**src/rtl/pow_seq_ctrl.sv**
```systemverilog
// Exponentiation sequencer: two round-robin requesters, one multiply per clock,
// saturating 8-bit result with overflow flag and req/ack/done handshakes.
module pow_seq_ctrl #(
    parameter int                W_IN    = 4,
    parameter int                W_OUT   = 8,
    parameter logic [W_OUT-1:0]  SAT_VAL = 8'hFF
) (
    input  logic             clk,
    input  logic             rst_n,
    input  logic             req_a,
    input  logic [W_IN-1:0]  base_a,
    input  logic [W_IN-1:0]  exp_a,
    input  logic             req_b,
    input  logic [W_IN-1:0]  base_b,
    input  logic [W_IN-1:0]  exp_b,
    output logic             ack_a,
    output logic             ack_b,
    output logic             busy,
    output logic             done_a,
    output logic             done_b,
    output logic [W_OUT-1:0] result,
    output logic             ovf
);

    localparam int PW = W_OUT + W_IN;

    typedef enum logic [1:0] {IDLE, MULT, DONE} state_t;

    state_t            state;
    logic              rr;
    logic              owner;
    logic [W_IN-1:0]   base_r;
    logic [W_IN-1:0]   cnt;
    logic [W_OUT-1:0]  acc;
    logic              ovf_int;

    logic              gnt_a;
    logic              gnt_b;
    logic [W_IN-1:0]   sel_base;
    logic [W_IN-1:0]   sel_exp;
    logic [PW-1:0]     prod;

    // rr=0 prefers A on contention, rr=1 prefers B
    assign gnt_a    = req_a && (!req_b || !rr);
    assign gnt_b    = req_b && (!req_a || rr);
    assign sel_base = gnt_b ? base_b : base_a;
    assign sel_exp  = gnt_b ? exp_b : exp_a;

    // full-width product so overflow is seen before any truncation
    assign prod = PW'(acc) * PW'(base_r);

    always_ff @(posedge clk or negedge rst_n) begin
        if (!rst_n) begin
            state   <= IDLE;
            rr      <= 1'b0;
            owner   <= 1'b0;
            base_r  <= '0;
            cnt     <= '0;
            acc     <= '0;
            ovf_int <= 1'b0;
            ack_a   <= 1'b0;
            ack_b   <= 1'b0;
            busy    <= 1'b0;
            done_a  <= 1'b0;
            done_b  <= 1'b0;
            result  <= '0;
            ovf     <= 1'b0;
        end else begin
            ack_a  <= 1'b0;
            ack_b  <= 1'b0;
            done_a <= 1'b0;
            done_b <= 1'b0;
            case (state)
                IDLE: begin
                    busy <= 1'b0;
                    if (gnt_a || gnt_b) begin
                        ack_a   <= gnt_a;
                        ack_b   <= gnt_b;
                        owner   <= gnt_b;
                        base_r  <= sel_base;
                        cnt     <= sel_exp;
                        ovf_int <= 1'b0;
                        if (req_a && req_b)
                            rr <= ~rr;
                        if (sel_base == '0) begin
                            acc   <= '0;
                            state <= DONE;
                        end else begin
                            acc   <= W_OUT'(1);
                            state <= (sel_exp == '0) ? DONE : MULT;
                        end
                    end
                end
                MULT: begin
                    busy <= 1'b1;
                    if (prod[PW-1:W_OUT] != '0) begin
                        ovf_int <= 1'b1;
                        acc     <= SAT_VAL;
                        state   <= DONE;
                    end else begin
                        acc <= prod[W_OUT-1:0];
                        cnt <= cnt - 1'b1;
                        if (cnt == W_IN'(1))
                            state <= DONE;
                    end
                end
                DONE: begin
                    busy   <= 1'b1;
                    result <= acc;
                    ovf    <= ovf_int;
                    done_a <= !owner;
                    done_b <= owner;
                    state  <= IDLE;
                end
                default: state <= IDLE;
            endcase
        end
    end

endmodule
```
**config.mk**
```make
export PLATFORM = sky130hd
export DESIGN_NAME = pow_seq_ctrl
export DESIGN_NICKNAME = d
export VERILOG_FILES = /design/src/rtl/pow_seq_ctrl.sv
export SDC_FILE = /design/constraint.sdc
export NUM_CORES = 1
export LEC_CHECK = 0
export BUFFER_PORTS_ARGS = -buffer_cell sky130_fd_sc_hd__buf_2
export CAP_MARGIN = 40
export CORE_UTILIZATION = 30
export DETAILED_ROUTE_END_ITERATION = 16
export SETUP_SLACK_MARGIN = 0.02
export SLEW_MARGIN = 5
export SYNTH_ARGS = -nofsm -noshare
export SYNTH_HDL_FRONTEND = slang
export SYNTH_SLANG_ARGS = --single-unit
export TNS_END_PERCENT = 10
```
**constraint.sdc**
```tcl
create_clock -name clk -period 6.57 [get_ports clk]
set_clock_uncertainty 0.1 [all_clocks]
set_input_delay 0.3285 -clock clk [delete_from_list [all_inputs] [get_ports clk]]
set_output_delay 0.3285 -clock clk [all_outputs]
set_load 0.01 [all_outputs]
```
## Word level (Yosys, flattened, before mapping)

Cells that the tools add are included.

| word-level totals | value |
|---|---|
| bits in registers | 35 |
| word-level logic and storage cells | 72 |

| cells by class | value |
|---|---|
| add/sub/neg operators | 1 |
| $mul | 1 |
| eq/ne operators | 7 |
| multiplexer cells | 25 |
| bitwise operators | 1 |
| reductions and logical operators | 23 |

Operator list:

| cell | count |
|---|---|
| 2-to-1 mux 4 bit | 4 |
| 2-to-1 mux 8 bit | 2 |
| one-hot mux 8 bit (2 select lines) | 1 |
| multiplier 8 x 4 -> 12 bit | 1 |
| 2-to-1 mux 2 bit | 5 |
| 2-to-1 mux 1 bit | 9 |
| AND reduction 3 bit | 3 |
| logical NOT 4 bit | 2 |
| one-hot mux 4 bit (2 select lines) | 1 |
| != test 2 bit (second input constant) | 3 |
| AND reduction 2 bit | 3 |
| equality test 4 x 1 -> 1 bit (second input constant) | 1 |
| logical NOT 1 bit | 4 |
| one-hot mux 1 bit (2 select lines) | 2 |
| one-hot mux 2 bit (2 select lines) | 1 |
| nonzero test 2 bit | 2 |
| nonzero test 4 bit | 1 |
| subtractor 4 x 1 -> 4 bit (second input constant) | 1 |
| logical AND 1 bit | 3 |
| logical OR 1 bit | 3 |
| != test 3 bit (second input constant) | 1 |
| equality test 2 x 1 -> 1 bit (second input constant) | 1 |
| equality test 2 bit (second input constant) | 1 |
| logical NOT 2 bit | 1 |
| other kinds (2) | 2 |

## Logic depth before layout (Yosys ltp)

Gate-level depths: netlist (run 1).

| depth | value |
|---|---|
| depth in word-level cells | 9 |
| depth in mapped cells | 13 |
| depth with buffers taken out | 12 |

## Worst setup path before layout (run 1)

OpenSTA, ideal clock, no wires.

| timing | value |
|---|---|
| path type | reg-to-reg |
| start point | register base_r[3] |
| end point | register state[0] |
| library setup time | 128 ps |
| data arrival time | 3,448 ps |
| data required time | 6,342 ps |
| slack | 2,894 ps |
| stages on the path, launching flop included | 13 |
| path through | dfrtp_1 and2_1 fa_1 inv_1 fa_1 inv_1 ha_1 nor2_1 nor3b_1 a2bb2oi_2 mux2_4 o31ai_1 mux2_1 |

| on the way | value |
|---|---|
| cells in the longest elaborated chain, start to end | 4 |
| elaborated cells between the ends (all ways) | 6 |

RTL lines:

| what | RTL line | source |
|---|---|---|
| from (decl) | 32 | `logic [W_IN-1:0] base_r;` |
| from (signal assigned) | 80 | `base_r <= sel_base;` |
| multiplier 8 x 4 -> 12 bit * | 50 | `assign prod = PW'(acc) * PW'(base_r);` |
| nonzero test 4 bit * | 96 | `if (prod[PW-1:W_OUT] != '0) begin` |
| 2-to-1 mux 2 bit / != test 3 bit (equally long branches) | -- |  |
| one-hot mux 2 bit (2 select lines) / AND reduction 2 bit (equally long branches) | -- |  |
| to (signal assigned) | 90 | `state <= (sel_exp == '0) ? DONE : MULT;` |
| to (decl) | 29 | `state_t state;` |

Mark *: on every way between the ends. The rest lies on a longest branch, timed or not.
A chain may end at the register's enable or synchronous reset.

## Worst setup path after layout (run 1)

Ends and elaborated chain as after synthesis.

==> flow_summary.toml, run 1 <==
[grt]
grt_overflow_total = 0
first_global_vias = 1885
grt_resource_usage_total = 0.131
grt_pass1_wl_mm = 9.28
antenna_found_initial = 0
largest_net_degree_at_the_start_of_global_routing = 36

[sta]
final_min_period_over_clock_period = 0.612
rsz0062_at_grt = "no"
worst_slew_pin_slew_ns = 0.786
clock_period_minus_final_worst_setup_slack_ns = 4.02
setup_viol = 0
fin_tns_setup_ns = 0
layout_setup_ws_ns = 2.55
hold_violations_final = 0
worst_slew_margin_rel = 0.476
maxSlewViolCount = 0
achievable_clock_frequency_ghz = 0.249

[flow_run]
max_cap_viol_count = 0

[floorplan]
chip_height_um = 96.3
coreArea_um2 = 8680
top_level_ports = 34
floorplan.die_area_um2 = 9270
starting_utilization_of_the_core_area = 0.307
die-width_um = 96.3
rows = 34

[placed_design]
dpl.cell_count = 412
placement.cell_area_um2 = 2950
sum_of_net_half_perimeters_after_detailed_placement_mm = 4.53
io_buffers = 33
placement.setup.worst_slack_ns = 2.58
gp_congestion = 0.821

[yosys]
synthDistinctLibCells = 49
synth_nets = 330
syn-mean-instance-area_um2 = 9.66
synth_seq_area_share = 0.328
main_combinational_cell_family_by_area_after_synthesis = "simple AND/OR/NAND/NOR gates"
synth_mux_area_frac = 0.0990
synth_top_cell_by_area = "sky130_fd_sc_hd__dfrtp_1"
synth_enable_flop_cells = 0
postSynthCellCount = 276
yosys.area_share.adder = 0.193
synth_common_cells = "35 x sky130_fd_sc_hd__dfrtp_1, 26 x sky130_fd_sc_hd__nand2_1, 24 x sky130_fd_sc_hd__and2_1"
synth_ff_type = "sky130_fd_sc_hd__dfrtp_1"
simple_gate_fraction_of_synth_area = 0.195
synth_seq_cells = 35
ys_async_sr_fraction = 1.00
mappedNetlistArea_um2 = 2670
post-synth-top-count-cell = "sky130_fd_sc_hd__dfrtp_1"
synth_warn = 0
synth_xor_xnor_area_share = 0.00985
post_synth_main_area_contributors = "sky130_fd_sc_hd__dfrtp_1 33%, sky130_fd_sc_hd__ha_1 10%, sky130_fd_sc_hd__fa_1 9.0%"
synth_top_cell_area_share = 0.328
share_of_the_synthesized_area_in_compound_gates_ao_oa_aoi_oai = 0.135

[min_path]
hold_class = "in2async"

[cells_and_area]
finish.utilization = 0.351
design_area_um2 = 3040
share_of_layout_cells_above_drive_strength_1 = 0.202
post_route_insts_no_fill = 420
areaGrowthSynthToFinish_pct = 14.1
nNetsFinal = 365
fillCellCount = 911
antenna_cells_inserted = 0

[power]
power_switching_w = 0.000732
max-vdd-ir-drop_v = 0.000144
p_int_w = 0.000780
swShare = 0.484
pwr-share-comb = 0.626
power.density_cell_area_nw_per_um2 = 497
power.leakage_nw = 1.50
p_clk_frac = 0.104
power_frac_seq = 0.270

[detailed_routing]
vias_per_cell = 5.00
postRouteAntennaNets = 0
route.detailed.drc = 0
dr_total_vias = 2098
wl_per_cell_um = 14.0
drt_iter0_markers = 81
wl_mm = 5.86
drt_pass1_iterations = 4

[clocking]
tritoncts = "done"
htree_num_levels = 2
clkTransAtPathRegs_ns = 0.08
max-clock-path-buffers = 2
clock_latency_ns = 0.29
cts-buffers-inserted = 5
cells_resized_by_post_cts_repair = 0
cts.sink_count = 35
clock-root-buffer = "sky130_fd_sc_hd__clkbuf_8"
cts.hold.buffers_added = 0
count_of_buffers_added_by_post_cts_timing_repair_for_setup = 0

[worst_setup_path]
crit_fanout = 14
setup.worst_path.class = "reg2reg"
cp.required_ns = 6.64
crit_arrival_ns = 4.08
critical_path.endpoint_type = "flip-flop"
critical_path.startpoint_type = "flip-flop"

[run_status]
outcome = "complete, no violations"
[layer usage]
metal  GRT usage  share of wire
met3      0.0284          0.025
met2       0.200           0.48
met4      0.0187         0.0012
met1       0.192           0.49
met5           0              0
[cell usage in the layout, fill, tap and decap left out, types with 2 or more instances in the layout]
master	Yosys	routed
sky130_fd_sc_hd__a211oi_1	5	5
sky130_fd_sc_hd__a21oi_1	7	7
sky130_fd_sc_hd__nor3b_1	4	4
sky130_fd_sc_hd__nor2b_1	4	4
sky130_fd_sc_hd__and2_1	24	24
sky130_fd_sc_hd__nand2_1	26	26
sky130_fd_sc_hd__and3_1	2	2
sky130_fd_sc_hd__o211ai_1	4	4
sky130_fd_sc_hd__mux2i_1	8	8
sky130_fd_sc_hd__clkbuf_8	0	5
sky130_fd_sc_hd__nor4_1	4	4
sky130_fd_sc_hd__nand3_1	6	6
sky130_fd_sc_hd__buf_2	1	33
sky130_fd_sc_hd__a22oi_1	2	2
sky130_fd_sc_hd__o21ai_0	16	16
sky130_fd_sc_hd__clkinvlp_4	0	2
sky130_fd_sc_hd__inv_1	21	21
sky130_fd_sc_hd__fa_1	12	12
sky130_fd_sc_hd__dfrtp_1	35	35
sky130_fd_sc_hd__a21o_1	2	2
sky130_fd_sc_hd__xor2_1	2	2
sky130_fd_sc_hd__nor3_1	11	11
sky130_fd_sc_hd__mux2_2	14	14
sky130_fd_sc_hd__a221oi_1	3	3
sky130_fd_sc_hd__buf_4	0	2
sky130_fd_sc_hd__ha_1	22	22
sky130_fd_sc_hd__o22ai_1	2	2
sky130_fd_sc_hd__nor2_1	10	10
[cell type report]
class	count	area, µm²	share of cell area
clock buffer	5	68.8	0.0226
clock inverter	3	20.0	0.00658
inverter	21	78.8	0.0259
multi-input combinational	213	1680	0.553
sequential	35	876	0.288
tap	108	135	0.0444
timing repair buffer	35	180	0.0592
[state kept, by name, summed over array words and instances (netlist names)]
register and flops:
done_a 1, acc 8, rr 1, owner 1, ovf 1, done_b 1
cnt 4, ack_a 1, ovf_int 1, result 8, base_r 4, busy 1
state 2, ack_b 1
[metrics by stage]
stage                     hold WS [ns]  power (W)
after CTS                       0.0410    0.00152
after floorplan                -0.0671    0.00109
after global routing            0.0807    0.00168
after global placement           0.332    0.00136
final                           0.0186    0.00151
after detailed placement         0.354    0.00136
[path summary, 6_finish.rpt]
check / from / end / slack [ns] / depth (start not counted)
hold / removal: rst_n / owner / 0.02 / 1
setup / recovery: base_r[3] / state[0] / 2.55 / 12
hold reg to reg: owner / done_a / 0.37 / 1
min in group clk: req_b / ack_a / 0.18 / 2
setup reg to reg: base_r[3] / state[0] / 2.55 / 12
max in group asynchronous: rst_n / state[1] / 5.85 / 1
[critical path: stages (launching register included)]
cell and delay, ns:
sky130_fd_sc_hd__dfrtp_1 0.47, sky130_fd_sc_hd__nand2_1 0.12, sky130_fd_sc_hd__fa_1 0.51, sky130_fd_sc_hd__fa_1 0.56, sky130_fd_sc_hd__inv_1 0.07, sky130_fd_sc_hd__fa_1 0.47, sky130_fd_sc_hd__a211oi_1 0.25, sky130_fd_sc_hd__nor2_1 0.11
sky130_fd_sc_hd__mux2i_1 0.21, sky130_fd_sc_hd__o211ai_1 0.12, sky130_fd_sc_hd__buf_4 0.22, sky130_fd_sc_hd__o31ai_1 0.34, sky130_fd_sc_hd__mux2_1 0.35
[power by group through the flow]
stage / Sequential, W / Clock [W] / Combinational (W)
after global routing: 0.000427 / 0.000170 / 0.00108
after floorplan: 0.000394 / 0 / 0.000694
final: 0.000409 / 0.000157 / 0.000946
after CTS: 0.000409 / 0.000162 / 0.000953
after detailed placement: 0.000413 / 0 / 0.000945
after global placement: 0.000409 / 0 / 0.000954
[cell families after synthesis]
logic type	count (synthesis)
compound gates	53
xor+xnor	3
fa+ha+maj	34
buf+inv	28
flops	35
mux	24
simple gates	99
No activity file was read; power rests on OpenSTA's default activity.
==> run 2: changes to the inputs <==
clock period = 3.75 ns   (was 6.57 ns; I/O delays follow)
==> flow_summary.toml, run 2 (synthesized netlist as in run 1, its figures left out) <==
[clocking]
htree_num_levels = 2
cts-buffers-inserted = 5
clock-root-buffer = "sky130_fd_sc_hd__clkbuf_8"
clock_latency_ns = 0.29
tritoncts = "done"
cts.sink_count = 35
clkTransAtPathRegs_ns = 0.08
max-clock-path-buffers = 2

[grt]
grt_resource_usage_total = 0.144
largest_net_degree_at_the_start_of_global_routing = 36
first_global_vias = 2101
grt_overflow_total = 0
grt_pass1_wl_mm = 10.2
antenna_found_initial = 0

[sta]
worst_slew_margin_rel = 0.440
achievable_clock_frequency_ghz = 0.276
clock_period_minus_final_worst_setup_slack_ns = 3.63
final_min_period_over_clock_period = 0.967
rsz0062_at_grt = "no"
worst_slew_pin_slew_ns = 0.840
hold_violations_final = 0
setup_viol = 0
maxSlewViolCount = 0

[detailed_routing]
postRouteAntennaNets = 0
dr_total_vias = 2239
wl_per_cell_um = 14.8
wl_mm = 6.60
vias_per_cell = 5.02
route.detailed.drc = 0
drt_pass1_iterations = 4
drt_iter0_markers = 76

[cells_and_area]
post_route_insts_no_fill = 446
final_cell_mix = "33 x sky130_fd_sc_hd__buf_2, 30 x sky130_fd_sc_hd__dfrtp_1, 26 x sky130_fd_sc_hd__buf_4, 24 x sky130_fd_sc_hd__nand2_1, 21 x sky130_fd_sc_hd__and2_1"
fillCellCount = 871
mostFrequentLayoutCell = "sky130_fd_sc_hd__buf_2"
share_of_layout_cells_above_drive_strength_1 = 0.361
design_area_um2 = 3450
areaGrowthSynthToFinish_pct = 29.4
nNetsFinal = 391
antenna_cells_inserted = 0
reg.largest.list = "acc x8, result x8"

[worst_setup_path]
cp.required_ns = 3.87
critical_path.endpoint_type = "flip-flop"
r2r_end = "cnt[3]"
setup.worst_path.class = "reg2reg"
crit_arrival_ns = 3.75
reg2reg_setup_slack_ns = 0.12
worst-r2r-cell-count = 14
critical_path.startpoint_type = "flip-flop"
crit_fanout = 7
worst_r2r_startpoint = "base_r[3]"

[placed_design]
gp_congestion = 0.786
placement.cell_area_um2 = 3080
sum_of_net_half_perimeters_after_detailed_placement_mm = 5.00
dpl.cell_count = 429
io_buffers = 33

[floorplan]
coreArea_um2 = 8680
rows = 34
die-width_um = 96.3
starting_utilization_of_the_core_area = 0.307
floorplan.die_area_um2 = 9270
top_level_ports = 34
chip_height_um = 96.3

[flow_run]
max_cap_viol_count = 0

[power]
report.power.total_w = 0.00334
power.density_cell_area_nw_per_um2 = 969
power.leakage_nw = 1.65
max-vdd-ir-drop_v = 0.000309

[run_status]
outcome = "complete, no violations"

[min_path]
hold_class = "in2reg"
timing.hold.worst_endpoint = "ack_a"
whs_path_depth = 2
hp-start = "req_b"
run 2: cell count changes in the layout (fill, tap and decap cells not counted), moves of 3 or more:
cell	delta
sky130_fd_sc_hd__and2_4	+3
sky130_fd_sc_hd__buf_4	+24
sky130_fd_sc_hd__dfrtp_2	+5
sky130_fd_sc_hd__and2_1	-3
sky130_fd_sc_hd__dfrtp_1	-5
sky130_fd_sc_hd__ha_4	+6
sky130_fd_sc_hd__ha_1	-6
run 2: metrics by stage:
step	hold slack [ns]	setup WS (ns)	utilization	setup TNS, ns
3_5_place_dp	0.212	-0.132	0.355	-0.159
6_report	0.0439	0.122	0.398	0
4_1_cts	0.0391	-0.00910	0.376	-0.00910
3_3_place_gp	0.214	-0.0238	0.355	-0.0238
2_1_floorplan	-0.208	0.0742	-	0
5_1_grt	0.0561	0.00771	0.398	0
run 2: power by group:
group          switching, W  internal [W]
clock network      0.000154      0.000198
registers          0.000148      0.000548
logic               0.00120       0.00109
run 2: cell type report:
class / count / area, µm² / share of cell area
flip-flops and latches: 35 / 882 / 0.256
repair buffers: 61 / 382 / 0.111
multi-input cells: 213 / 1860 / 0.539
well taps: 108 / 135 / 0.0392
clock inverters: 3 / 43.8 / 0.0127
inverters: 21 / 78.8 / 0.0228
clock buffers: 5 / 68.8 / 0.0199
run 2: how the worst max path moves through the flow:
stage                          from       end  slack [ns]  cells after the start
final                     base_r[3]    cnt[3]        0.12                     14
after global routing         acc[3]    cnt[3]       0.008                     11
after CTS                 base_r[1]    cnt[3]      -0.009                     11
after detailed placement  base_r[3]  state[0]       -0.13                     12
after global placement    base_r[3]  state[0]       -0.02                     12
after floorplan           base_r[3]  state[0]        0.07                     12
run 2: worst max-delay path, stage by stage (launching register included):
cell,delay [ns]
sky130_fd_sc_hd__dfrtp_2,0.46
sky130_fd_sc_hd__and2_4,0.18
sky130_fd_sc_hd__fa_1,0.54
sky130_fd_sc_hd__inv_1,0.06
sky130_fd_sc_hd__fa_1,0.38
sky130_fd_sc_hd__inv_1,0.10
sky130_fd_sc_hd__ha_4,0.23
sky130_fd_sc_hd__o21ai_4,0.19
sky130_fd_sc_hd__buf_4,0.13
sky130_fd_sc_hd__nand4_1,0.11
sky130_fd_sc_hd__o22ai_2,0.16
sky130_fd_sc_hd__o211ai_1,0.10
sky130_fd_sc_hd__buf_4,0.18
sky130_fd_sc_hd__or4_4,0.51
sky130_fd_sc_hd__a21oi_2,0.13
run 2: timing repair:
action | in CTS | in global routing
setup buffers | 1 | 7
resized for setup | 9 | 31
setup endpoints to repair | 2 | 15
hold buffers | 1 | 0
gates cloned | 0 | 0
pin swaps | 6 | 19
endpoints found under the hold margin | 35 | 0
run 2: layer usage:
metal  wire (µm)  GRT usage  vias to the layer above
met3         170     0.0292                        2
met1        3140      0.199                     1114
met2        3270      0.235                       27
met4          15     0.0199                        0
li1            -          -                     1096
met5           0          0                        -
==> run 3: changes to the inputs <==
PLACE_DENSITY = 0.49   (was not set)
==> flow_summary.toml, run 3 (synthesized netlist as in run 1, its figures left out) <==
[power]
report.power.total_w = 0.00319
power_frac_seq = 0.216
max-vdd-ir-drop_v = 0.000417
p_clk_frac = 0.083
p_int_w = 0.00175
power.leakage_nw = 1.66
power_switching_w = 0.00145
swShare = 0.453
pwr-share-comb = 0.701
power.density_cell_area_nw_per_um2 = 934

[grt]
largest_net_degree_at_the_start_of_global_routing = 36
antenna_found_initial = 0
grt_resource_usage_total = 0.154
grt_pass1_wl_mm = 10.8
grt_overflow_total = 0
first_global_vias = 2194

[clocking]
tritoncts = "done"
cts.sink_count = 35
max-clock-path-buffers = 2
clkTransAtPathRegs_ns = 0.07
cts-buffers-inserted = 5
htree_num_levels = 2
clock_latency_ns = 0.28
clock-root-buffer = "sky130_fd_sc_hd__clkbuf_8"

[detailed_routing]
postRouteAntennaNets = 0
wl_per_cell_um = 14.8
drt_pass1_iterations = 4
wl_mm = 6.70
drt_iter0_markers = 100
dr_total_vias = 2227
route.detailed.drc = 0
vias_per_cell = 4.94

[worst_setup_path]
worst_setup_path_start = "base_r[1]"
critical_path.startpoint_type = "flip-flop"
critical_path.slowest_cell = "sky130_fd_sc_hd__fa_1"
crit_fanout = 6
reg2reg_setup_slack_ns = 0.04
worst-r2r-cell-count = 13
setup.worst_path.class = "reg2reg"
r2r_end = "state[0]"
crit_chain = "and2_4 > fa_1 > inv_2 > fa_1 > inv_2 > ha_4 > nor2b_1 > a221oi_1 > o211ai_1 > buf_4 > o31ai_4 > buf_6 > mux2_4"
cp.required_ns = 3.82
worst_r2r_startpoint = "base_r[1]"
crit_path_max_incr_delay_ns = 0.54
crit_arrival_ns = 3.78
critical_path.endpoint_type = "flip-flop"

[floorplan]
starting_utilization_of_the_core_area = 0.307
chip_height_um = 96.3
top_level_ports = 34
coreArea_um2 = 8680
floorplan.die_area_um2 = 9270
die-width_um = 96.3
rows = 34

[sta]
layout_setup_ws_ns = 0.0389
worst_slew_margin_rel = 0.455
clock_period_minus_final_worst_setup_slack_ns = 3.71
maxSlewViolCount = 0
final_min_period_over_clock_period = 0.990
setup_viol = 0
rsz0062_at_grt = "yes"
achievable_clock_frequency_ghz = 0.269
hold_violations_final = 0
worst_slew_pin_slew_ns = 0.817

[min_path]
whs_path_depth = 2
timing.hold.worst_endpoint = "ack_a"
hold_class = "in2reg"
hp-start = "req_b"

[cells_and_area]
antenna_cells_inserted = 0
finish.utilization = 0.394
nNetsFinal = 396
fillCellCount = 911
final_cell_mix = "33 x sky130_fd_sc_hd__buf_2, 31 x sky130_fd_sc_hd__dfrtp_1, 29 x sky130_fd_sc_hd__buf_4, 24 x sky130_fd_sc_hd__nand2_1, 21 x sky130_fd_sc_hd__and2_1"
reg.largest.list = "acc x8, result x8"
share_of_layout_cells_above_drive_strength_1 = 0.350
areaGrowthSynthToFinish_pct = 28.2
mostFrequentLayoutCell = "sky130_fd_sc_hd__buf_2"

[placed_design]
sum_of_net_half_perimeters_after_detailed_placement_mm = 5.08
placement.setup.worst_slack_ns = -0.146
io_buffers = 33
gp_congestion = 0.769

[flow_run]
max_cap_viol_count = 0

[run_status]
outcome = "complete, no violations"
run 3: changes by cell type in the layout (fill, tap and decap cells not counted), sizes merged:
cell | before | now
clkbuf | 5 | 7
bufinv | 1 | 0
clkinv | 2 | 1
buf | 60 | 65
run 3: worst max path at each step:
stage / end / slack, ns / cells past startpoint
after floorplan: state[0] / 0.07 / 12
after global placement: state[0] / -0.16 / 12
after detailed placement: cnt[3] / -0.15 / 12
after CTS: state[0] / 0.02 / 13
after global routing: cnt[3] / -0.15 / 14
final: state[0] / 0.04 / 13
run 3: layout make-up:
| class | count | area (µm²) | area share |
|---|---|---|---|
| well taps | 108 | 135 | 0.0395 |
| clock inverters | 1 | 5.00 | 0.00146 |
| multi-input cells | 213 | 1810 | 0.531 |
| repair buffers | 66 | 427 | 0.125 |
| inverters | 21 | 78.8 | 0.0231 |
| flip-flops and latches | 35 | 881 | 0.258 |
| clock buffers | 7 | 76.3 | 0.0223 |
run 3: worst max-delay path, delay by kind of cell, from the launching register on:
family                     cells  cell delay [ns]
AOI/OAI and AO/OA              3             0.74
DFF                            1             0.46
adders and majority gates      3             1.29
muxes                          1             0.29
buffers and inverters          4             0.42
and+or+nand+nor                2             0.31
run 3: power groups by stage:
stage	sequential, W	combinational, W	clock [W]
2_1_floorplan	0.000690	0.00122	0
3_3_place_gp	0.000685	0.00189	0
3_5_place_dp	0.000691	0.00191	0
4_1_cts	0.000688	0.00221	0.000275
5_1_grt	0.000721	0.00251	0.000291
6_report	0.000689	0.00224	0.000265
run 3: layer usage:
layer / global-route usage / routed length (µm)
met5: 0 / 0
met4: 0.0373 / 48
met3: 0.0292 / 102
met2: 0.249 / 3250
met1: 0.212 / 3290
run 3: repair_timing:
action	4_1_cts	5_1_grt
pin swaps	21	5
endpoints found under the hold margin	35	0
hold buffers	1	0
setup endpoints to repair	2	13
buffers inserted	7	0
resized for setup	27	8
run 3: through the flow:
| stage | hold WS [ns] | instances | TNS (ns) | cell area [µm²] |
|---|---|---|---|---|
| CTS | 0.0364 | 451 | 0 | 3400 |
| global route | 0.0529 | 451 | -0.338 | 3420 |
| global placement | 0.230 | 435 | -0.248 | 3130 |
| detailed placement | 0.233 | 435 | -0.290 | 3130 |
| floorplan | -0.208 | 276 | 0 | 2670 |
| finish | 0.0441 | 451 | 0 | 3420 |
